<file path="src/rtl/rv32e_fetch_decode_exec_if.sv">
// Bundle between the fetch/decode/execute block and the external PC
// register, register file, instruction memory and data memory.
interface rv32e_fetch_decode_exec_if #(
  parameter int RF_ADDR_W = 4
);
  logic [31:0]          pc;
  logic [31:0]          imem_addr;
  logic [31:0]          imem_rdata;
  logic [31:0]          inst;
  logic [RF_ADDR_W-1:0] rs1;
  logic [RF_ADDR_W-1:0] rs2;
  logic [31:0]          rf_rdata1;
  logic [31:0]          rf_rdata2;
  logic [RF_ADDR_W-1:0] rd;
  logic                 rf_wen;
  logic [31:0]          rf_wdata;
  logic [31:0]          dmem_addr;
  logic                 dmem_ren;
  logic                 dmem_wen;
  logic [3:0]           dmem_wmask;
  logic [31:0]          dmem_wdata;
  logic [31:0]          dmem_rdata;
  logic [31:0]          pc_next;
  logic                 ebreak;
  logic                 illegal;
  logic                 halted;

  // Core side: consumes pc/read data, produces controls.
  modport master (
    input  pc, imem_rdata, rf_rdata1, rf_rdata2, dmem_rdata,
    output imem_addr, inst, rs1, rs2, rd, rf_wen, rf_wdata,
           dmem_addr, dmem_ren, dmem_wen, dmem_wmask, dmem_wdata,
           pc_next, ebreak, illegal, halted
  );

  // Environment side: PC register, register file and memories.
  modport slave (
    output pc, imem_rdata, rf_rdata1, rf_rdata2, dmem_rdata,
    input  imem_addr, inst, rs1, rs2, rd, rf_wen, rf_wdata,
           dmem_addr, dmem_ren, dmem_wen, dmem_wmask, dmem_wdata,
           pc_next, ebreak, illegal, halted
  );
endinterface

</file>
<file path="src/rtl/rv32e_fetch_decode_exec.sv">
// Single-cycle RV32E/RV32I fetch, decode and execute datapath.
// Everything is combinational except the sticky halted flag, which is set
// by EBREAK or an unsupported encoding and only cleared by reset.
module rv32e_fetch_decode_exec #(
  parameter int RF_ADDR_W = 4
) (
  input  logic clk,
  input  logic rst,
  rv32e_fetch_decode_exec_if.master bus
);
  localparam logic [6:0] OP_LUI   = 7'h37;
  localparam logic [6:0] OP_AUIPC = 7'h17;
  localparam logic [6:0] OP_JAL   = 7'h6F;
  localparam logic [6:0] OP_JALR  = 7'h67;
  localparam logic [6:0] OP_BR    = 7'h63;
  localparam logic [6:0] OP_LD    = 7'h03;
  localparam logic [6:0] OP_ST    = 7'h23;
  localparam logic [6:0] OP_IMM   = 7'h13;
  localparam logic [6:0] OP_OP    = 7'h33;
  // Register-index bits that must be zero for the configured file size.
  localparam logic [4:0] IDX_HI   = 5'h1F << RF_ADDR_W;

  logic [31:0] inst, pc, a, b, alu_b, alu_res, sra_res, load_val, wdata_c;
  logic [31:0] imm_i, imm_s, imm_b, imm_u, imm_j, ld_addr, st_addr, mem_addr, target;
  logic [6:0]  opcode, funct7;
  logic [2:0]  funct3;
  logic [4:0]  shamt;
  logic [7:0]  ld_byte;
  logic [15:0] ld_half;
  logic        legal, use_rs1, use_rs2, use_rd, wb, is_load, is_store, is_branch;
  logic        is_jal, is_jalr, alu_imm, alu_alt, taken, idx_bad;
  logic        ebreak_d, illegal_d, active, halted_q;

  assign pc     = bus.pc;
  assign inst   = bus.imem_rdata;
  assign a      = bus.rf_rdata1;
  assign b      = bus.rf_rdata2;
  assign opcode = inst[6:0];
  assign funct3 = inst[14:12];
  assign funct7 = inst[31:25];

  assign imm_i = {{20{inst[31]}}, inst[31:20]};
  assign imm_s = {{20{inst[31]}}, inst[31:25], inst[11:7]};
  assign imm_b = {{19{inst[31]}}, inst[31], inst[7], inst[30:25], inst[11:8], 1'b0};
  assign imm_u = {inst[31:12], 12'b0};
  assign imm_j = {{11{inst[31]}}, inst[31], inst[19:12], inst[20], inst[30:21], 1'b0};

  // Classify the instruction and decide which operands it touches.
  always_comb begin
    legal = 1'b0; use_rs1 = 1'b0; use_rs2 = 1'b0; use_rd = 1'b0; wb = 1'b0;
    is_load = 1'b0; is_store = 1'b0; is_branch = 1'b0; is_jal = 1'b0;
    is_jalr = 1'b0; alu_imm = 1'b0; alu_alt = 1'b0;
    case (opcode)
      OP_LUI, OP_AUIPC: begin legal = 1'b1; use_rd = 1'b1; wb = 1'b1; end
      OP_JAL:  begin legal = 1'b1; use_rd = 1'b1; wb = 1'b1; is_jal = 1'b1; end
      OP_JALR: begin
        legal = (funct3 == 3'b000); use_rs1 = 1'b1; use_rd = 1'b1; wb = 1'b1; is_jalr = 1'b1;
      end
      OP_BR: begin
        legal = (funct3 != 3'b010) && (funct3 != 3'b011);
        use_rs1 = 1'b1; use_rs2 = 1'b1; is_branch = 1'b1;
      end
      OP_LD: begin
        legal = (funct3 inside {3'b000, 3'b001, 3'b010, 3'b100, 3'b101});
        use_rs1 = 1'b1; use_rd = 1'b1; wb = 1'b1; is_load = 1'b1;
      end
      OP_ST: begin
        legal = (funct3 inside {3'b000, 3'b001, 3'b010});
        use_rs1 = 1'b1; use_rs2 = 1'b1; is_store = 1'b1;
      end
      OP_IMM: begin
        use_rs1 = 1'b1; use_rd = 1'b1; wb = 1'b1; alu_imm = 1'b1;
        case (funct3)
          3'b001:  legal = (funct7 == 7'h00);
          3'b101:  begin legal = (funct7 == 7'h00) || (funct7 == 7'h20); alu_alt = funct7[5]; end
          default: legal = 1'b1;
        endcase
      end
      OP_OP: begin
        use_rs1 = 1'b1; use_rs2 = 1'b1; use_rd = 1'b1; wb = 1'b1;
        legal = (funct7 == 7'h00) ||
                ((funct7 == 7'h20) && ((funct3 == 3'b000) || (funct3 == 3'b101)));
        alu_alt = funct7[5];
      end
      default: legal = 1'b0;
    endcase
  end

  assign idx_bad   = (use_rs1 && |(inst[19:15] & IDX_HI)) ||
                     (use_rs2 && |(inst[24:20] & IDX_HI)) ||
                     (use_rd  && |(inst[11:7]  & IDX_HI));
  assign ebreak_d  = (inst == 32'h0010_0073);
  assign illegal_d = !ebreak_d && !(legal && !idx_bad);
  assign active    = !halted_q && !illegal_d && !ebreak_d;

  // alu_alt is only set for SUB, SRA and SRAI, so ADDI never subtracts.
  assign alu_b   = alu_imm ? imm_i : b;
  assign shamt   = alu_b[4:0];
  assign sra_res = $signed(a) >>> shamt;

  // Integer ALU shared by OP and OP-IMM.
  always_comb begin
    alu_res = 32'b0;
    case (funct3)
      3'b000: alu_res = alu_alt ? a - alu_b : a + alu_b;
      3'b001: alu_res = a << shamt;
      3'b010: alu_res = {31'b0, $signed(a) < $signed(alu_b)};
      3'b011: alu_res = {31'b0, a < alu_b};
      3'b100: alu_res = a ^ alu_b;
      3'b101: alu_res = alu_alt ? sra_res : a >> shamt;
      3'b110: alu_res = a | alu_b;
      3'b111: alu_res = a & alu_b;
      default: alu_res = 32'b0;
    endcase
  end

  // Branch condition.
  always_comb begin
    taken = 1'b0;
    case (funct3)
      3'b000:  taken = (a == b);
      3'b001:  taken = (a != b);
      3'b100:  taken = $signed(a) < $signed(b);
      3'b101:  taken = $signed(a) >= $signed(b);
      3'b110:  taken = a < b;
      3'b111:  taken = a >= b;
      default: taken = 1'b0;
    endcase
  end

  assign ld_addr  = a + imm_i;
  assign st_addr  = a + imm_s;
  assign mem_addr = is_store ? st_addr : ld_addr;
  assign ld_byte  = bus.dmem_rdata[{mem_addr[1:0], 3'b000} +: 8];
  assign ld_half  = bus.dmem_rdata[{mem_addr[1], 4'b0000} +: 16];

  // Load extension and store lane steering; addresses are never trapped.
  always_comb begin
    load_val = bus.dmem_rdata;
    case (funct3)
      3'b000: load_val = {{24{ld_byte[7]}}, ld_byte};
      3'b001: load_val = {{16{ld_half[15]}}, ld_half};
      3'b100: load_val = {24'b0, ld_byte};
      3'b101: load_val = {16'b0, ld_half};
      default: load_val = bus.dmem_rdata;
    endcase
    bus.dmem_wmask = 4'b0000;
    bus.dmem_wdata = b;
    case (funct3)
      3'b000: begin
        bus.dmem_wmask = 4'b0001 << mem_addr[1:0];
        bus.dmem_wdata = {4{b[7:0]}};
      end
      3'b001: begin
        bus.dmem_wmask = mem_addr[1] ? 4'b1100 : 4'b0011;
        bus.dmem_wdata = {2{b[15:0]}};
      end
      default: bus.dmem_wmask = 4'b1111;
    endcase
    if (!(is_store && active)) bus.dmem_wmask = 4'b0000;
  end

  // Writeback data and next-PC selection.
  always_comb begin
    wdata_c = alu_res;
    target  = pc + 32'd4;
    if (opcode == OP_LUI)        wdata_c = imm_u;
    else if (opcode == OP_AUIPC) wdata_c = pc + imm_u;
    else if (is_jal || is_jalr)  wdata_c = pc + 32'd4;
    else if (is_load)            wdata_c = load_val;
    if (is_jal)                  target = pc + imm_j;
    else if (is_jalr)            target = ld_addr & ~32'd1;
    else if (is_branch && taken) target = pc + imm_b;
  end

  assign bus.imem_addr = pc;
  assign bus.inst      = inst;
  assign bus.rs1       = inst[15 +: RF_ADDR_W];
  assign bus.rs2       = inst[20 +: RF_ADDR_W];
  assign bus.rd        = inst[7 +: RF_ADDR_W];
  assign bus.rf_wen    = wb && active && (inst[11:7] != 5'd0);
  assign bus.rf_wdata  = wdata_c;
  assign bus.dmem_addr = mem_addr;
  assign bus.dmem_ren  = is_load && active;
  assign bus.dmem_wen  = is_store && active;
  assign bus.pc_next   = active ? target : pc;
  assign bus.ebreak    = ebreak_d;
  assign bus.illegal   = illegal_d;
  assign bus.halted    = halted_q;

  // Sticky halt: set after EBREAK/illegal, cleared only by reset.
  always_ff @(posedge clk or posedge rst) begin
    if (rst)                        halted_q <= 1'b0;
    else if (ebreak_d || illegal_d) halted_q <= 1'b1;
  end
endmodule

</file>
<file path="src/flat_wrapper.sv">
// flat-port wrapper written by rule: the top's interface ports become plain ports
module rv32e_fetch_decode_exec_flat 
#(
  parameter int RF_ADDR_W = 4
)
  (clk, rst, bus_pc, bus_imem_rdata, bus_rf_rdata1, bus_rf_rdata2, bus_dmem_rdata, bus_imem_addr, bus_inst, bus_rs1, bus_rs2, bus_rd, bus_rf_wen, bus_rf_wdata, bus_dmem_addr, bus_dmem_ren, bus_dmem_wen, bus_dmem_wmask, bus_dmem_wdata, bus_pc_next, bus_ebreak, bus_illegal, bus_halted);
  rv32e_fetch_decode_exec_if #(.RF_ADDR_W(RF_ADDR_W)) bus_i ();
  input  logic clk;
  input  logic rst;
  input wire logic [$bits(bus_i.pc)-1:0] bus_pc;
  input wire logic [$bits(bus_i.imem_rdata)-1:0] bus_imem_rdata;
  input wire logic [$bits(bus_i.rf_rdata1)-1:0] bus_rf_rdata1;
  input wire logic [$bits(bus_i.rf_rdata2)-1:0] bus_rf_rdata2;
  input wire logic [$bits(bus_i.dmem_rdata)-1:0] bus_dmem_rdata;
  output wire logic [$bits(bus_i.imem_addr)-1:0] bus_imem_addr;
  output wire logic [$bits(bus_i.inst)-1:0] bus_inst;
  output wire logic [$bits(bus_i.rs1)-1:0] bus_rs1;
  output wire logic [$bits(bus_i.rs2)-1:0] bus_rs2;
  output wire logic [$bits(bus_i.rd)-1:0] bus_rd;
  output wire logic [$bits(bus_i.rf_wen)-1:0] bus_rf_wen;
  output wire logic [$bits(bus_i.rf_wdata)-1:0] bus_rf_wdata;
  output wire logic [$bits(bus_i.dmem_addr)-1:0] bus_dmem_addr;
  output wire logic [$bits(bus_i.dmem_ren)-1:0] bus_dmem_ren;
  output wire logic [$bits(bus_i.dmem_wen)-1:0] bus_dmem_wen;
  output wire logic [$bits(bus_i.dmem_wmask)-1:0] bus_dmem_wmask;
  output wire logic [$bits(bus_i.dmem_wdata)-1:0] bus_dmem_wdata;
  output wire logic [$bits(bus_i.pc_next)-1:0] bus_pc_next;
  output wire logic [$bits(bus_i.ebreak)-1:0] bus_ebreak;
  output wire logic [$bits(bus_i.illegal)-1:0] bus_illegal;
  output wire logic [$bits(bus_i.halted)-1:0] bus_halted;
  assign bus_i.pc = bus_pc;
  assign bus_i.imem_rdata = bus_imem_rdata;
  assign bus_i.rf_rdata1 = bus_rf_rdata1;
  assign bus_i.rf_rdata2 = bus_rf_rdata2;
  assign bus_i.dmem_rdata = bus_dmem_rdata;
  assign bus_imem_addr = bus_i.imem_addr;
  assign bus_inst = bus_i.inst;
  assign bus_rs1 = bus_i.rs1;
  assign bus_rs2 = bus_i.rs2;
  assign bus_rd = bus_i.rd;
  assign bus_rf_wen = bus_i.rf_wen;
  assign bus_rf_wdata = bus_i.rf_wdata;
  assign bus_dmem_addr = bus_i.dmem_addr;
  assign bus_dmem_ren = bus_i.dmem_ren;
  assign bus_dmem_wen = bus_i.dmem_wen;
  assign bus_dmem_wmask = bus_i.dmem_wmask;
  assign bus_dmem_wdata = bus_i.dmem_wdata;
  assign bus_pc_next = bus_i.pc_next;
  assign bus_ebreak = bus_i.ebreak;
  assign bus_illegal = bus_i.illegal;
  assign bus_halted = bus_i.halted;
  rv32e_fetch_decode_exec #(.RF_ADDR_W(RF_ADDR_W)) u_core (.clk(clk), .rst(rst), .bus(bus_i));
endmodule
</file>
<file path="config.mk">
export PLATFORM = sky130hd
export DESIGN_NAME = rv32e_fetch_decode_exec_flat
export DESIGN_NICKNAME = d
export VERILOG_FILES = /design/src/rtl/rv32e_fetch_decode_exec_if.sv /design/src/rtl/rv32e_fetch_decode_exec.sv /design/src/flat_wrapper.sv
export SDC_FILE = /design/constraint.sdc
export NUM_CORES = 1
export LEC_CHECK = 0
export CORE_MARGIN = 3
export CORE_UTILIZATION = 30
export DETAILED_ROUTE_END_ITERATION = 16
export MAX_ROUTING_LAYER = met4
export PLACE_DENSITY = 0.5
export SYNTH_ARGS = -nofsm -noshare
export SYNTH_HDL_FRONTEND = slang
export SYNTH_SLANG_ARGS = --single-unit
export TNS_END_PERCENT = 1
</file>
<file path="constraint.sdc">
create_clock -name clk -period 6.15 [get_ports clk]
set_clock_uncertainty 0.2 [all_clocks]
set_input_delay 1.23 -clock clk [delete_from_list [all_inputs] [get_ports clk]]
set_output_delay 1.23 -clock clk [all_outputs]
set_load 0.01 [all_outputs]
</file>
======== Word level (Yosys, flattened, before mapping) ========
Index checks and enable logic that the tools add are counted.
cells by class
  bitwise operators ....................... 3
  $lt $le $gt $ge ......................... 6
  multiplexer cells ....................... 32
  shift operators ......................... 6
  equal/unequal tests ..................... 22
  reduce and logical (&&, ||, !) cells .... 35
  add/sub/neg operators ................... 8
operator list
  operator                                                            count
  32-bit 2-to-1 mux                                                   12
  32-bit one-hot mux with 8 select lines                              1
  32-bit adder                                                        6
  32-bit less-than comparator                                         4
  32-bit one-hot mux with 4 select lines                              1
  32-bit greater-or-equal comparator                                  2
  32-bit one-hot mux with 2 select lines                              1
  32-bit by 3-bit adder with 32-bit output (second input constant)    1
  32-bit bitwise AND                                                  1
  32-bit by 21-bit == test with 1-bit output (second input constant)  1
  32-bit == test                                                      1
  32-bit inequality test                                              1
  32-bit OR                                                           1
  32-bit by 6-bit indexed part select with 16-bit output              1
  32-bit by 6-bit indexed part select with 8-bit output               1
  32-bit by 5-bit << shifter with 32-bit output                       1
  32-bit by 5-bit >> shifter with 32-bit output                       1
  32-bit by 5-bit >>> shifter with 32-bit output                      1
  32-bit subtractor                                                   1
  32-bit XOR                                                          1
  7-bit by 6-bit == test with 1-bit output (second input constant)    4
  7-bit == test (second input constant)                               3
  7-bit by 5-bit == test with 1-bit output (second input constant)    2
  1-bit logical AND                                                   14
  other kinds (21)                                                    49
storage, ports and cells
  output and inout port bits .............. 214
  register bits ........................... 1

======== Logic depth before layout (Yosys ltp) ========
  word-level depth ........................ 15
  mapped depth ............................ 23
  depth with buffers taken out ............ 17

======== Least setup slack after synthesis ========
Ideal clock, no wire load.
  path type ............................... input -> output
  start point ............................. input bus_imem_rdata[4]
  end point ............................... output bus_rf_wdata[30]
  data required time ...................... 4.720 ns
  buffers on the path ..................... 6
  cell stages on the path ................. 23
  arrival ................................. 5.334 ns
  slack ................................... -0.614 ns
  cells stage by stage .................... buf_2 -> and4b_1 -> buf_2 -> buf_4 -> nand3_2 -> nand2_4 -> buf_2 -> buf_2 -> buf_1 -> ha_1 -> inv_1 -> fa_1 -> nor2b_1 -> o2111ai_1 -> a31o_2 -> a211oi_1 -> or3_1 -> a21oi_1 -> o21ai_0 -> a21oi_1 -> o21ai_0 -> nor2_1 -> o31ai_1
between the ends
  word-level cells in the longest chain between the ends .. 10
  elaborated cells on any way between the ends .. 35
  those cells by class .................... add/sub (2); eq/ne (8); shift (5); mux (16); bitwise (3); reduce/logical (1)
ends and longest elaborated chain
  what                                        line                                                            text
  from (decl)                                 flat_wrapper.sv:11                                              input wire logic [$bits(bus_i.imem_rdata)-1:0] bus_imem_rdata;
  7-bit by 5-bit == test with 1-bit output    rv32e_fetch_decode_exec.sv:53                                   case (opcode)
  1-bit 2-to-1 mux                            rv32e_fetch_decode_exec.sv:53
  32-bit 2-to-1 mux                           rv32e_fetch_decode_exec.sv:97                                   assign alu_b = alu_imm ? imm_i : b;
  32-bit adder, or another cell as far along  rv32e_fetch_decode_exec.sv:105                                  3'b000: alu_res = alu_alt ? a - alu_b : a + alu_b;
  32-bit 2-to-1 mux (on tied branches)        rv32e_fetch_decode_exec.sv:105, rv32e_fetch_decode_exec.sv:110
  32-bit one-hot mux with 8 select lines      rv32e_fetch_decode_exec.sv:104                                  case (funct3)
  32-bit 2-to-1 mux                           rv32e_fetch_decode_exec.sv:170                                  else if (is_load) wdata_c = load_val;
  32-bit 2-to-1 mux                           rv32e_fetch_decode_exec.sv:169                                  else if (is_jal || is_jalr) wdata_c = pc + 32'd4;
  32-bit 2-to-1 mux                           rv32e_fetch_decode_exec.sv:168                                  else if (opcode == OP_AUIPC) wdata_c = pc + imm_u;
  32-bit 2-to-1 mux *                         rv32e_fetch_decode_exec.sv:167                                  if (opcode == OP_LUI) wdata_c = imm_u;
  to (decl)                                   flat_wrapper.sv:21                                              output wire logic [$bits(bus_i.rf_wdata)-1:0] bus_rf_wdata;
Mark *: on every way between the ends. The rest lies on a longest branch, timed or not.

======== Final worst setup path ========
  start point ............................. input bus_imem_rdata[5]
  end point ............................... output bus_rf_wdata[31]
Same word-level chain as after synthesis.

==> impl_metrics.py <==
metrics = {
    "outcome": {
        "outcome": "finished, violations left",
        "violations": "setup timing",
    },
    "setup_path": {
        "crit_buf_inv": 7,
        "criticalPathCategory": "input pin to output pin",
        "worstPathCellList": "buf_8 -> buf_6 -> nor3_4 -> buf_6 -> nand2_8 -> buf_6 -> buf_6 -> a21o_1 -> ha_4 -> nand4_1 -> nor4_1 -> or3b_4 -> o211ai_1 -> buf_4 -> a21oi_4 -> a31oi_4 -> a41oi_2 -> a41oi_2 -> xor2_1 -> a221oi_2 -> a31oi_2 -> buf_2",
        "worst_r2r_startpoint": "u_core.bus.halted",
        "cp_top_family": "compound AO/OA/AOI/OAI gates",
        "cpMaxStageDelayCell": "sky130_fd_sc_hd__or3b_4",
        "cpPeakStageDelay_ns": 0.43,
        "worst_setup_path_start_kind": "input pin",
        "rrSetupSlack_ns": 4.80,
        "worstSetupEndpointType": "output pin",
        "required_ns": 4.72,
        "cp_data_arrival_time_ns": 5.25,
        "cp_max_fo": 5,
        "most_repeated_library_cell_on_the_critical_path": "sky130_fd_sc_hd__buf_6",
        "rr_endpoint": "u_core.bus.halted",
        "worst_r2r_path_depth": 4,
    },
    "pwr": {
        "seq_power_share_pct": 0.2,
        "total_leakage_power_nw": 17.0,
        "switching_share_pct": 54.3,
        "clock_power_share_pct": 0,
        "share_comb_of_total_power_pct": 99.8,
        "pint_mw": 1.78,
        "power.density_nw_per_um2": 107,
        "total_power_mw": 3.90,
        "irDropWorstVdd_uv": 72.5,
        "power_switching_mw": 2.12,
    },
    "placed_design": {
        "place_hpwl_um": 140000,
        "placedCellCount": 5554,
        "globalplace.congestion": 1.09,
        "worst_setup_slack_after_placement_ns": -1.60,
        "port_buffers": 375,
    },
    "logic_synthesis": {
        "ys_ff_latch": 1,
        "synthesis.area_um2": 20900,
        "ys_dominant_reg_cell": "sky130_fd_sc_hd__dfrtp_1",
        "synth_seq_area_share_pct": 0.120,
        "post_synthesis_net_count": 3666,
        "syn-instance-count": 3285,
        "synth-warning-count": 0,
        "syn_avg_cell_area_um2": 6.37,
        "synth-edff-count": 0,
        "ys_async_sr_fraction_pct": 100,
        "unique_cell_type_count_in_the_yosys_netlist": 105,
    },
    "final_layout": {
        "seqCellArea_um2": 25.0,
        "layout.cells.most_common": "sky130_fd_sc_hd__buf_4",
        "drive_gt1_share_pct": 37.1,
        "multi_input_area_um2": 20400,
        "final_util_pct": 53.0,
        "finish.net_count": 5043,
        "largest_register_ffs": 1,
        "final.fill_count": 7059,
        "layout.cells.non_filler": 5600,
        "syn2layout_area_growth_pct": 74.2,
        "mostFrequentLayoutCells": "1241 x sky130_fd_sc_hd__buf_4, 317 x sky130_fd_sc_hd__a21oi_1, 307 x sky130_fd_sc_hd__nand2_1",
    },
    "timing": {
        "hold_violations": 0,
        "fmax_mhz": 150,
        "worst_slew_pin_slew_ns": 0.969,
        "final.period_utilization_pct": 109,
        "setup_repair_after_global_routing_missed_its_margin": "true",
        "hold_ws_ns": 0.823,
        "fin_crit_ns": 6.68,
        "postLayoutSetupSlackWorst_ns": -0.529,
        "max-slew-margin-rel_pct": 34.9,
        "number_of_slew_limit_violations_in_the_final_report": 0,
        "setup_viol": 61,
    },
    "global_route": {
        "gr-total-overflow": 0,
        "global_route_wire_length_before_repair_um": 230000,
        "grt_pass1_vias": 30900,
        "grt_antenna_before_repair": 13,
        "grt.total_usage_pct": 44.2,
        "grt_max_degree": 50,
    },
    "worst_hold_path": {
        "hold_path.class": "flip-flop to flip-flop",
        "hold-path-endpoint": "u_core.bus.halted",
        "holdCritStartpoint": "u_core.bus.halted",
        "hold_path_depth": 4,
    },
    "detailed_routing": {
        "drt_iter0_drcs": 4149,
        "detail_route.drc_violations": 0,
        "wirelength_um": 165000,
        "dr_total_vias": 33200,
        "postRouteAntennaNets": 0,
        "first_pass_detailed_route_iteration_total": 9,
        "drt-wirelength-per-cell_um": 29.5,
        "routed_via_density": 5.93,
    },
    "floorplan": {
        "die_area_um2": 73000,
        "rows": 96,
        "floorplan.initialDensity_pct": 30.4,
        "die_w_um": 270,
        "boundaryPins": 376,
        "die_height_um": 270,
        "area_of_the_placeable_core_um2": 68800,
    },
    "clocking": {
        "path_clk_slew_ns": 0,
        "worstSkewPairLatency_ns": 0,
    },
    "job": {
        "max_cap_violations": 0,
    },
}
==> how the worst max path moves through the flow <==
stage,start,depth (start not counted),endpoint
3_5_place_dp,bus_imem_rdata[5],20,bus_rf_wdata[31]
6_report,bus_imem_rdata[5],22,bus_rf_wdata[31]
3_3_place_gp,bus_imem_rdata[5],20,bus_rf_wdata[31]
4_1_cts,bus_imem_rdata[5],24,bus_rf_wdata[31]
5_1_grt,bus_imem_rdata[5],22,bus_rf_wdata[31]
2_1_floorplan,bus_imem_rdata[3],20,bus_rf_wdata[22]
==> cell families (layout without fill, tap and decap cells) <==
group / after synthesis / after routing / synth area share [%]
AO/OA/AOI/OAI: 1256 / 1256 / 39.1
XOR/XNOR: 187 / 187 / 7.83
adder cells (fa/ha/maj): 219 / 219 / 13.3
buffers and inverters: 497 / 1872 / 10.8
flip-flops: 1 / 1 / 0.120
multiplexers: 124 / 124 / 6.82
other: 0 / 9 / 0
AND/OR/NAND/NOR: 1001 / 1001 / 22.1
==> power groups by stage <==
| stage | Combinational [mW] | Sequential [mW] | Clock (mW) |
|---|---|---|---|
| 3_5_place_dp | 3.59 | 0.00670 | 0 |
| 4_1_cts | 3.74 | 0.00670 | 0 |
| 6_report | 3.90 | 0.00670 | 0.000000155 |
| 3_3_place_gp | 3.61 | 0.00670 | 0 |
| 5_1_grt | 4.07 | 0.00670 | 0.000000179 |
| 2_1_floorplan | 1.54 | 0.00670 | 0 |
==> layout make-up <==
type / instances / area share [%]
Multi-Input combinational cell: 2787 / 55.9
Timing Repair Buffer: 1684 / 38.8
Tap cell: 931 / 3.20
Inverter: 188 / 1.96
Sequential cell: 1 / 0.0687
Antenna cell: 9 / 0.0618
==> metrics by stage <==
step	TNS, ns	cell area, um2
6_report	-13.44	36400
5_1_grt	-20.32	36400
4_1_cts	-14.87	35900
3_5_place_dp	-79.46	34400
3_3_place_gp	-78.02	34400
2_1_floorplan	-0.499	21200
==> tightest hold or removal path, cell delays in order, from the launching register on <==
cell                      delay, ns
sky130_fd_sc_hd__dfrtp_1       0.38
sky130_fd_sc_hd__nor3_2        0.06
sky130_fd_sc_hd__buf_4         0.14
sky130_fd_sc_hd__inv_2         0.19
sky130_fd_sc_hd__buf_4         0.20
==> cell usage after synthesis (all sizes together), types with 87 or more instances <==
cell	n	share of area, %
clkbuf	168	3.0
a211oi	87	3.3
o21ai	274	6.6
a21o	95	3.4
a21oi	364	8.8
xnor2	117	4.9
ha	213	13
buf	141	4.4
inv	181	3.2
nand2	314	5.7
nand3	103	2.5
nor2	307	5.5
mux2i	95	4.6
==> per-layer routing <==
metal	up-vias	GRT usage (%)	share of wire [%]
met5	-	-	0
met4	0	18.2	5.4
met3	326	8.23	11
met2	1987	63.3	41
met1	16000	60.4	43
li1	14800	-	-
==> timing repair <==
action                                 4_1_cts  5_1_grt
endpoints found under the hold margin        0        0
gates cloned                                 2        0
pin swaps                                  127       63
setup buffers                               33        5
gates resized for setup                    525      155
hold buffers                                 0        0
setup endpoints to repair                   96       94
Power figures use the tool's default switching activity.
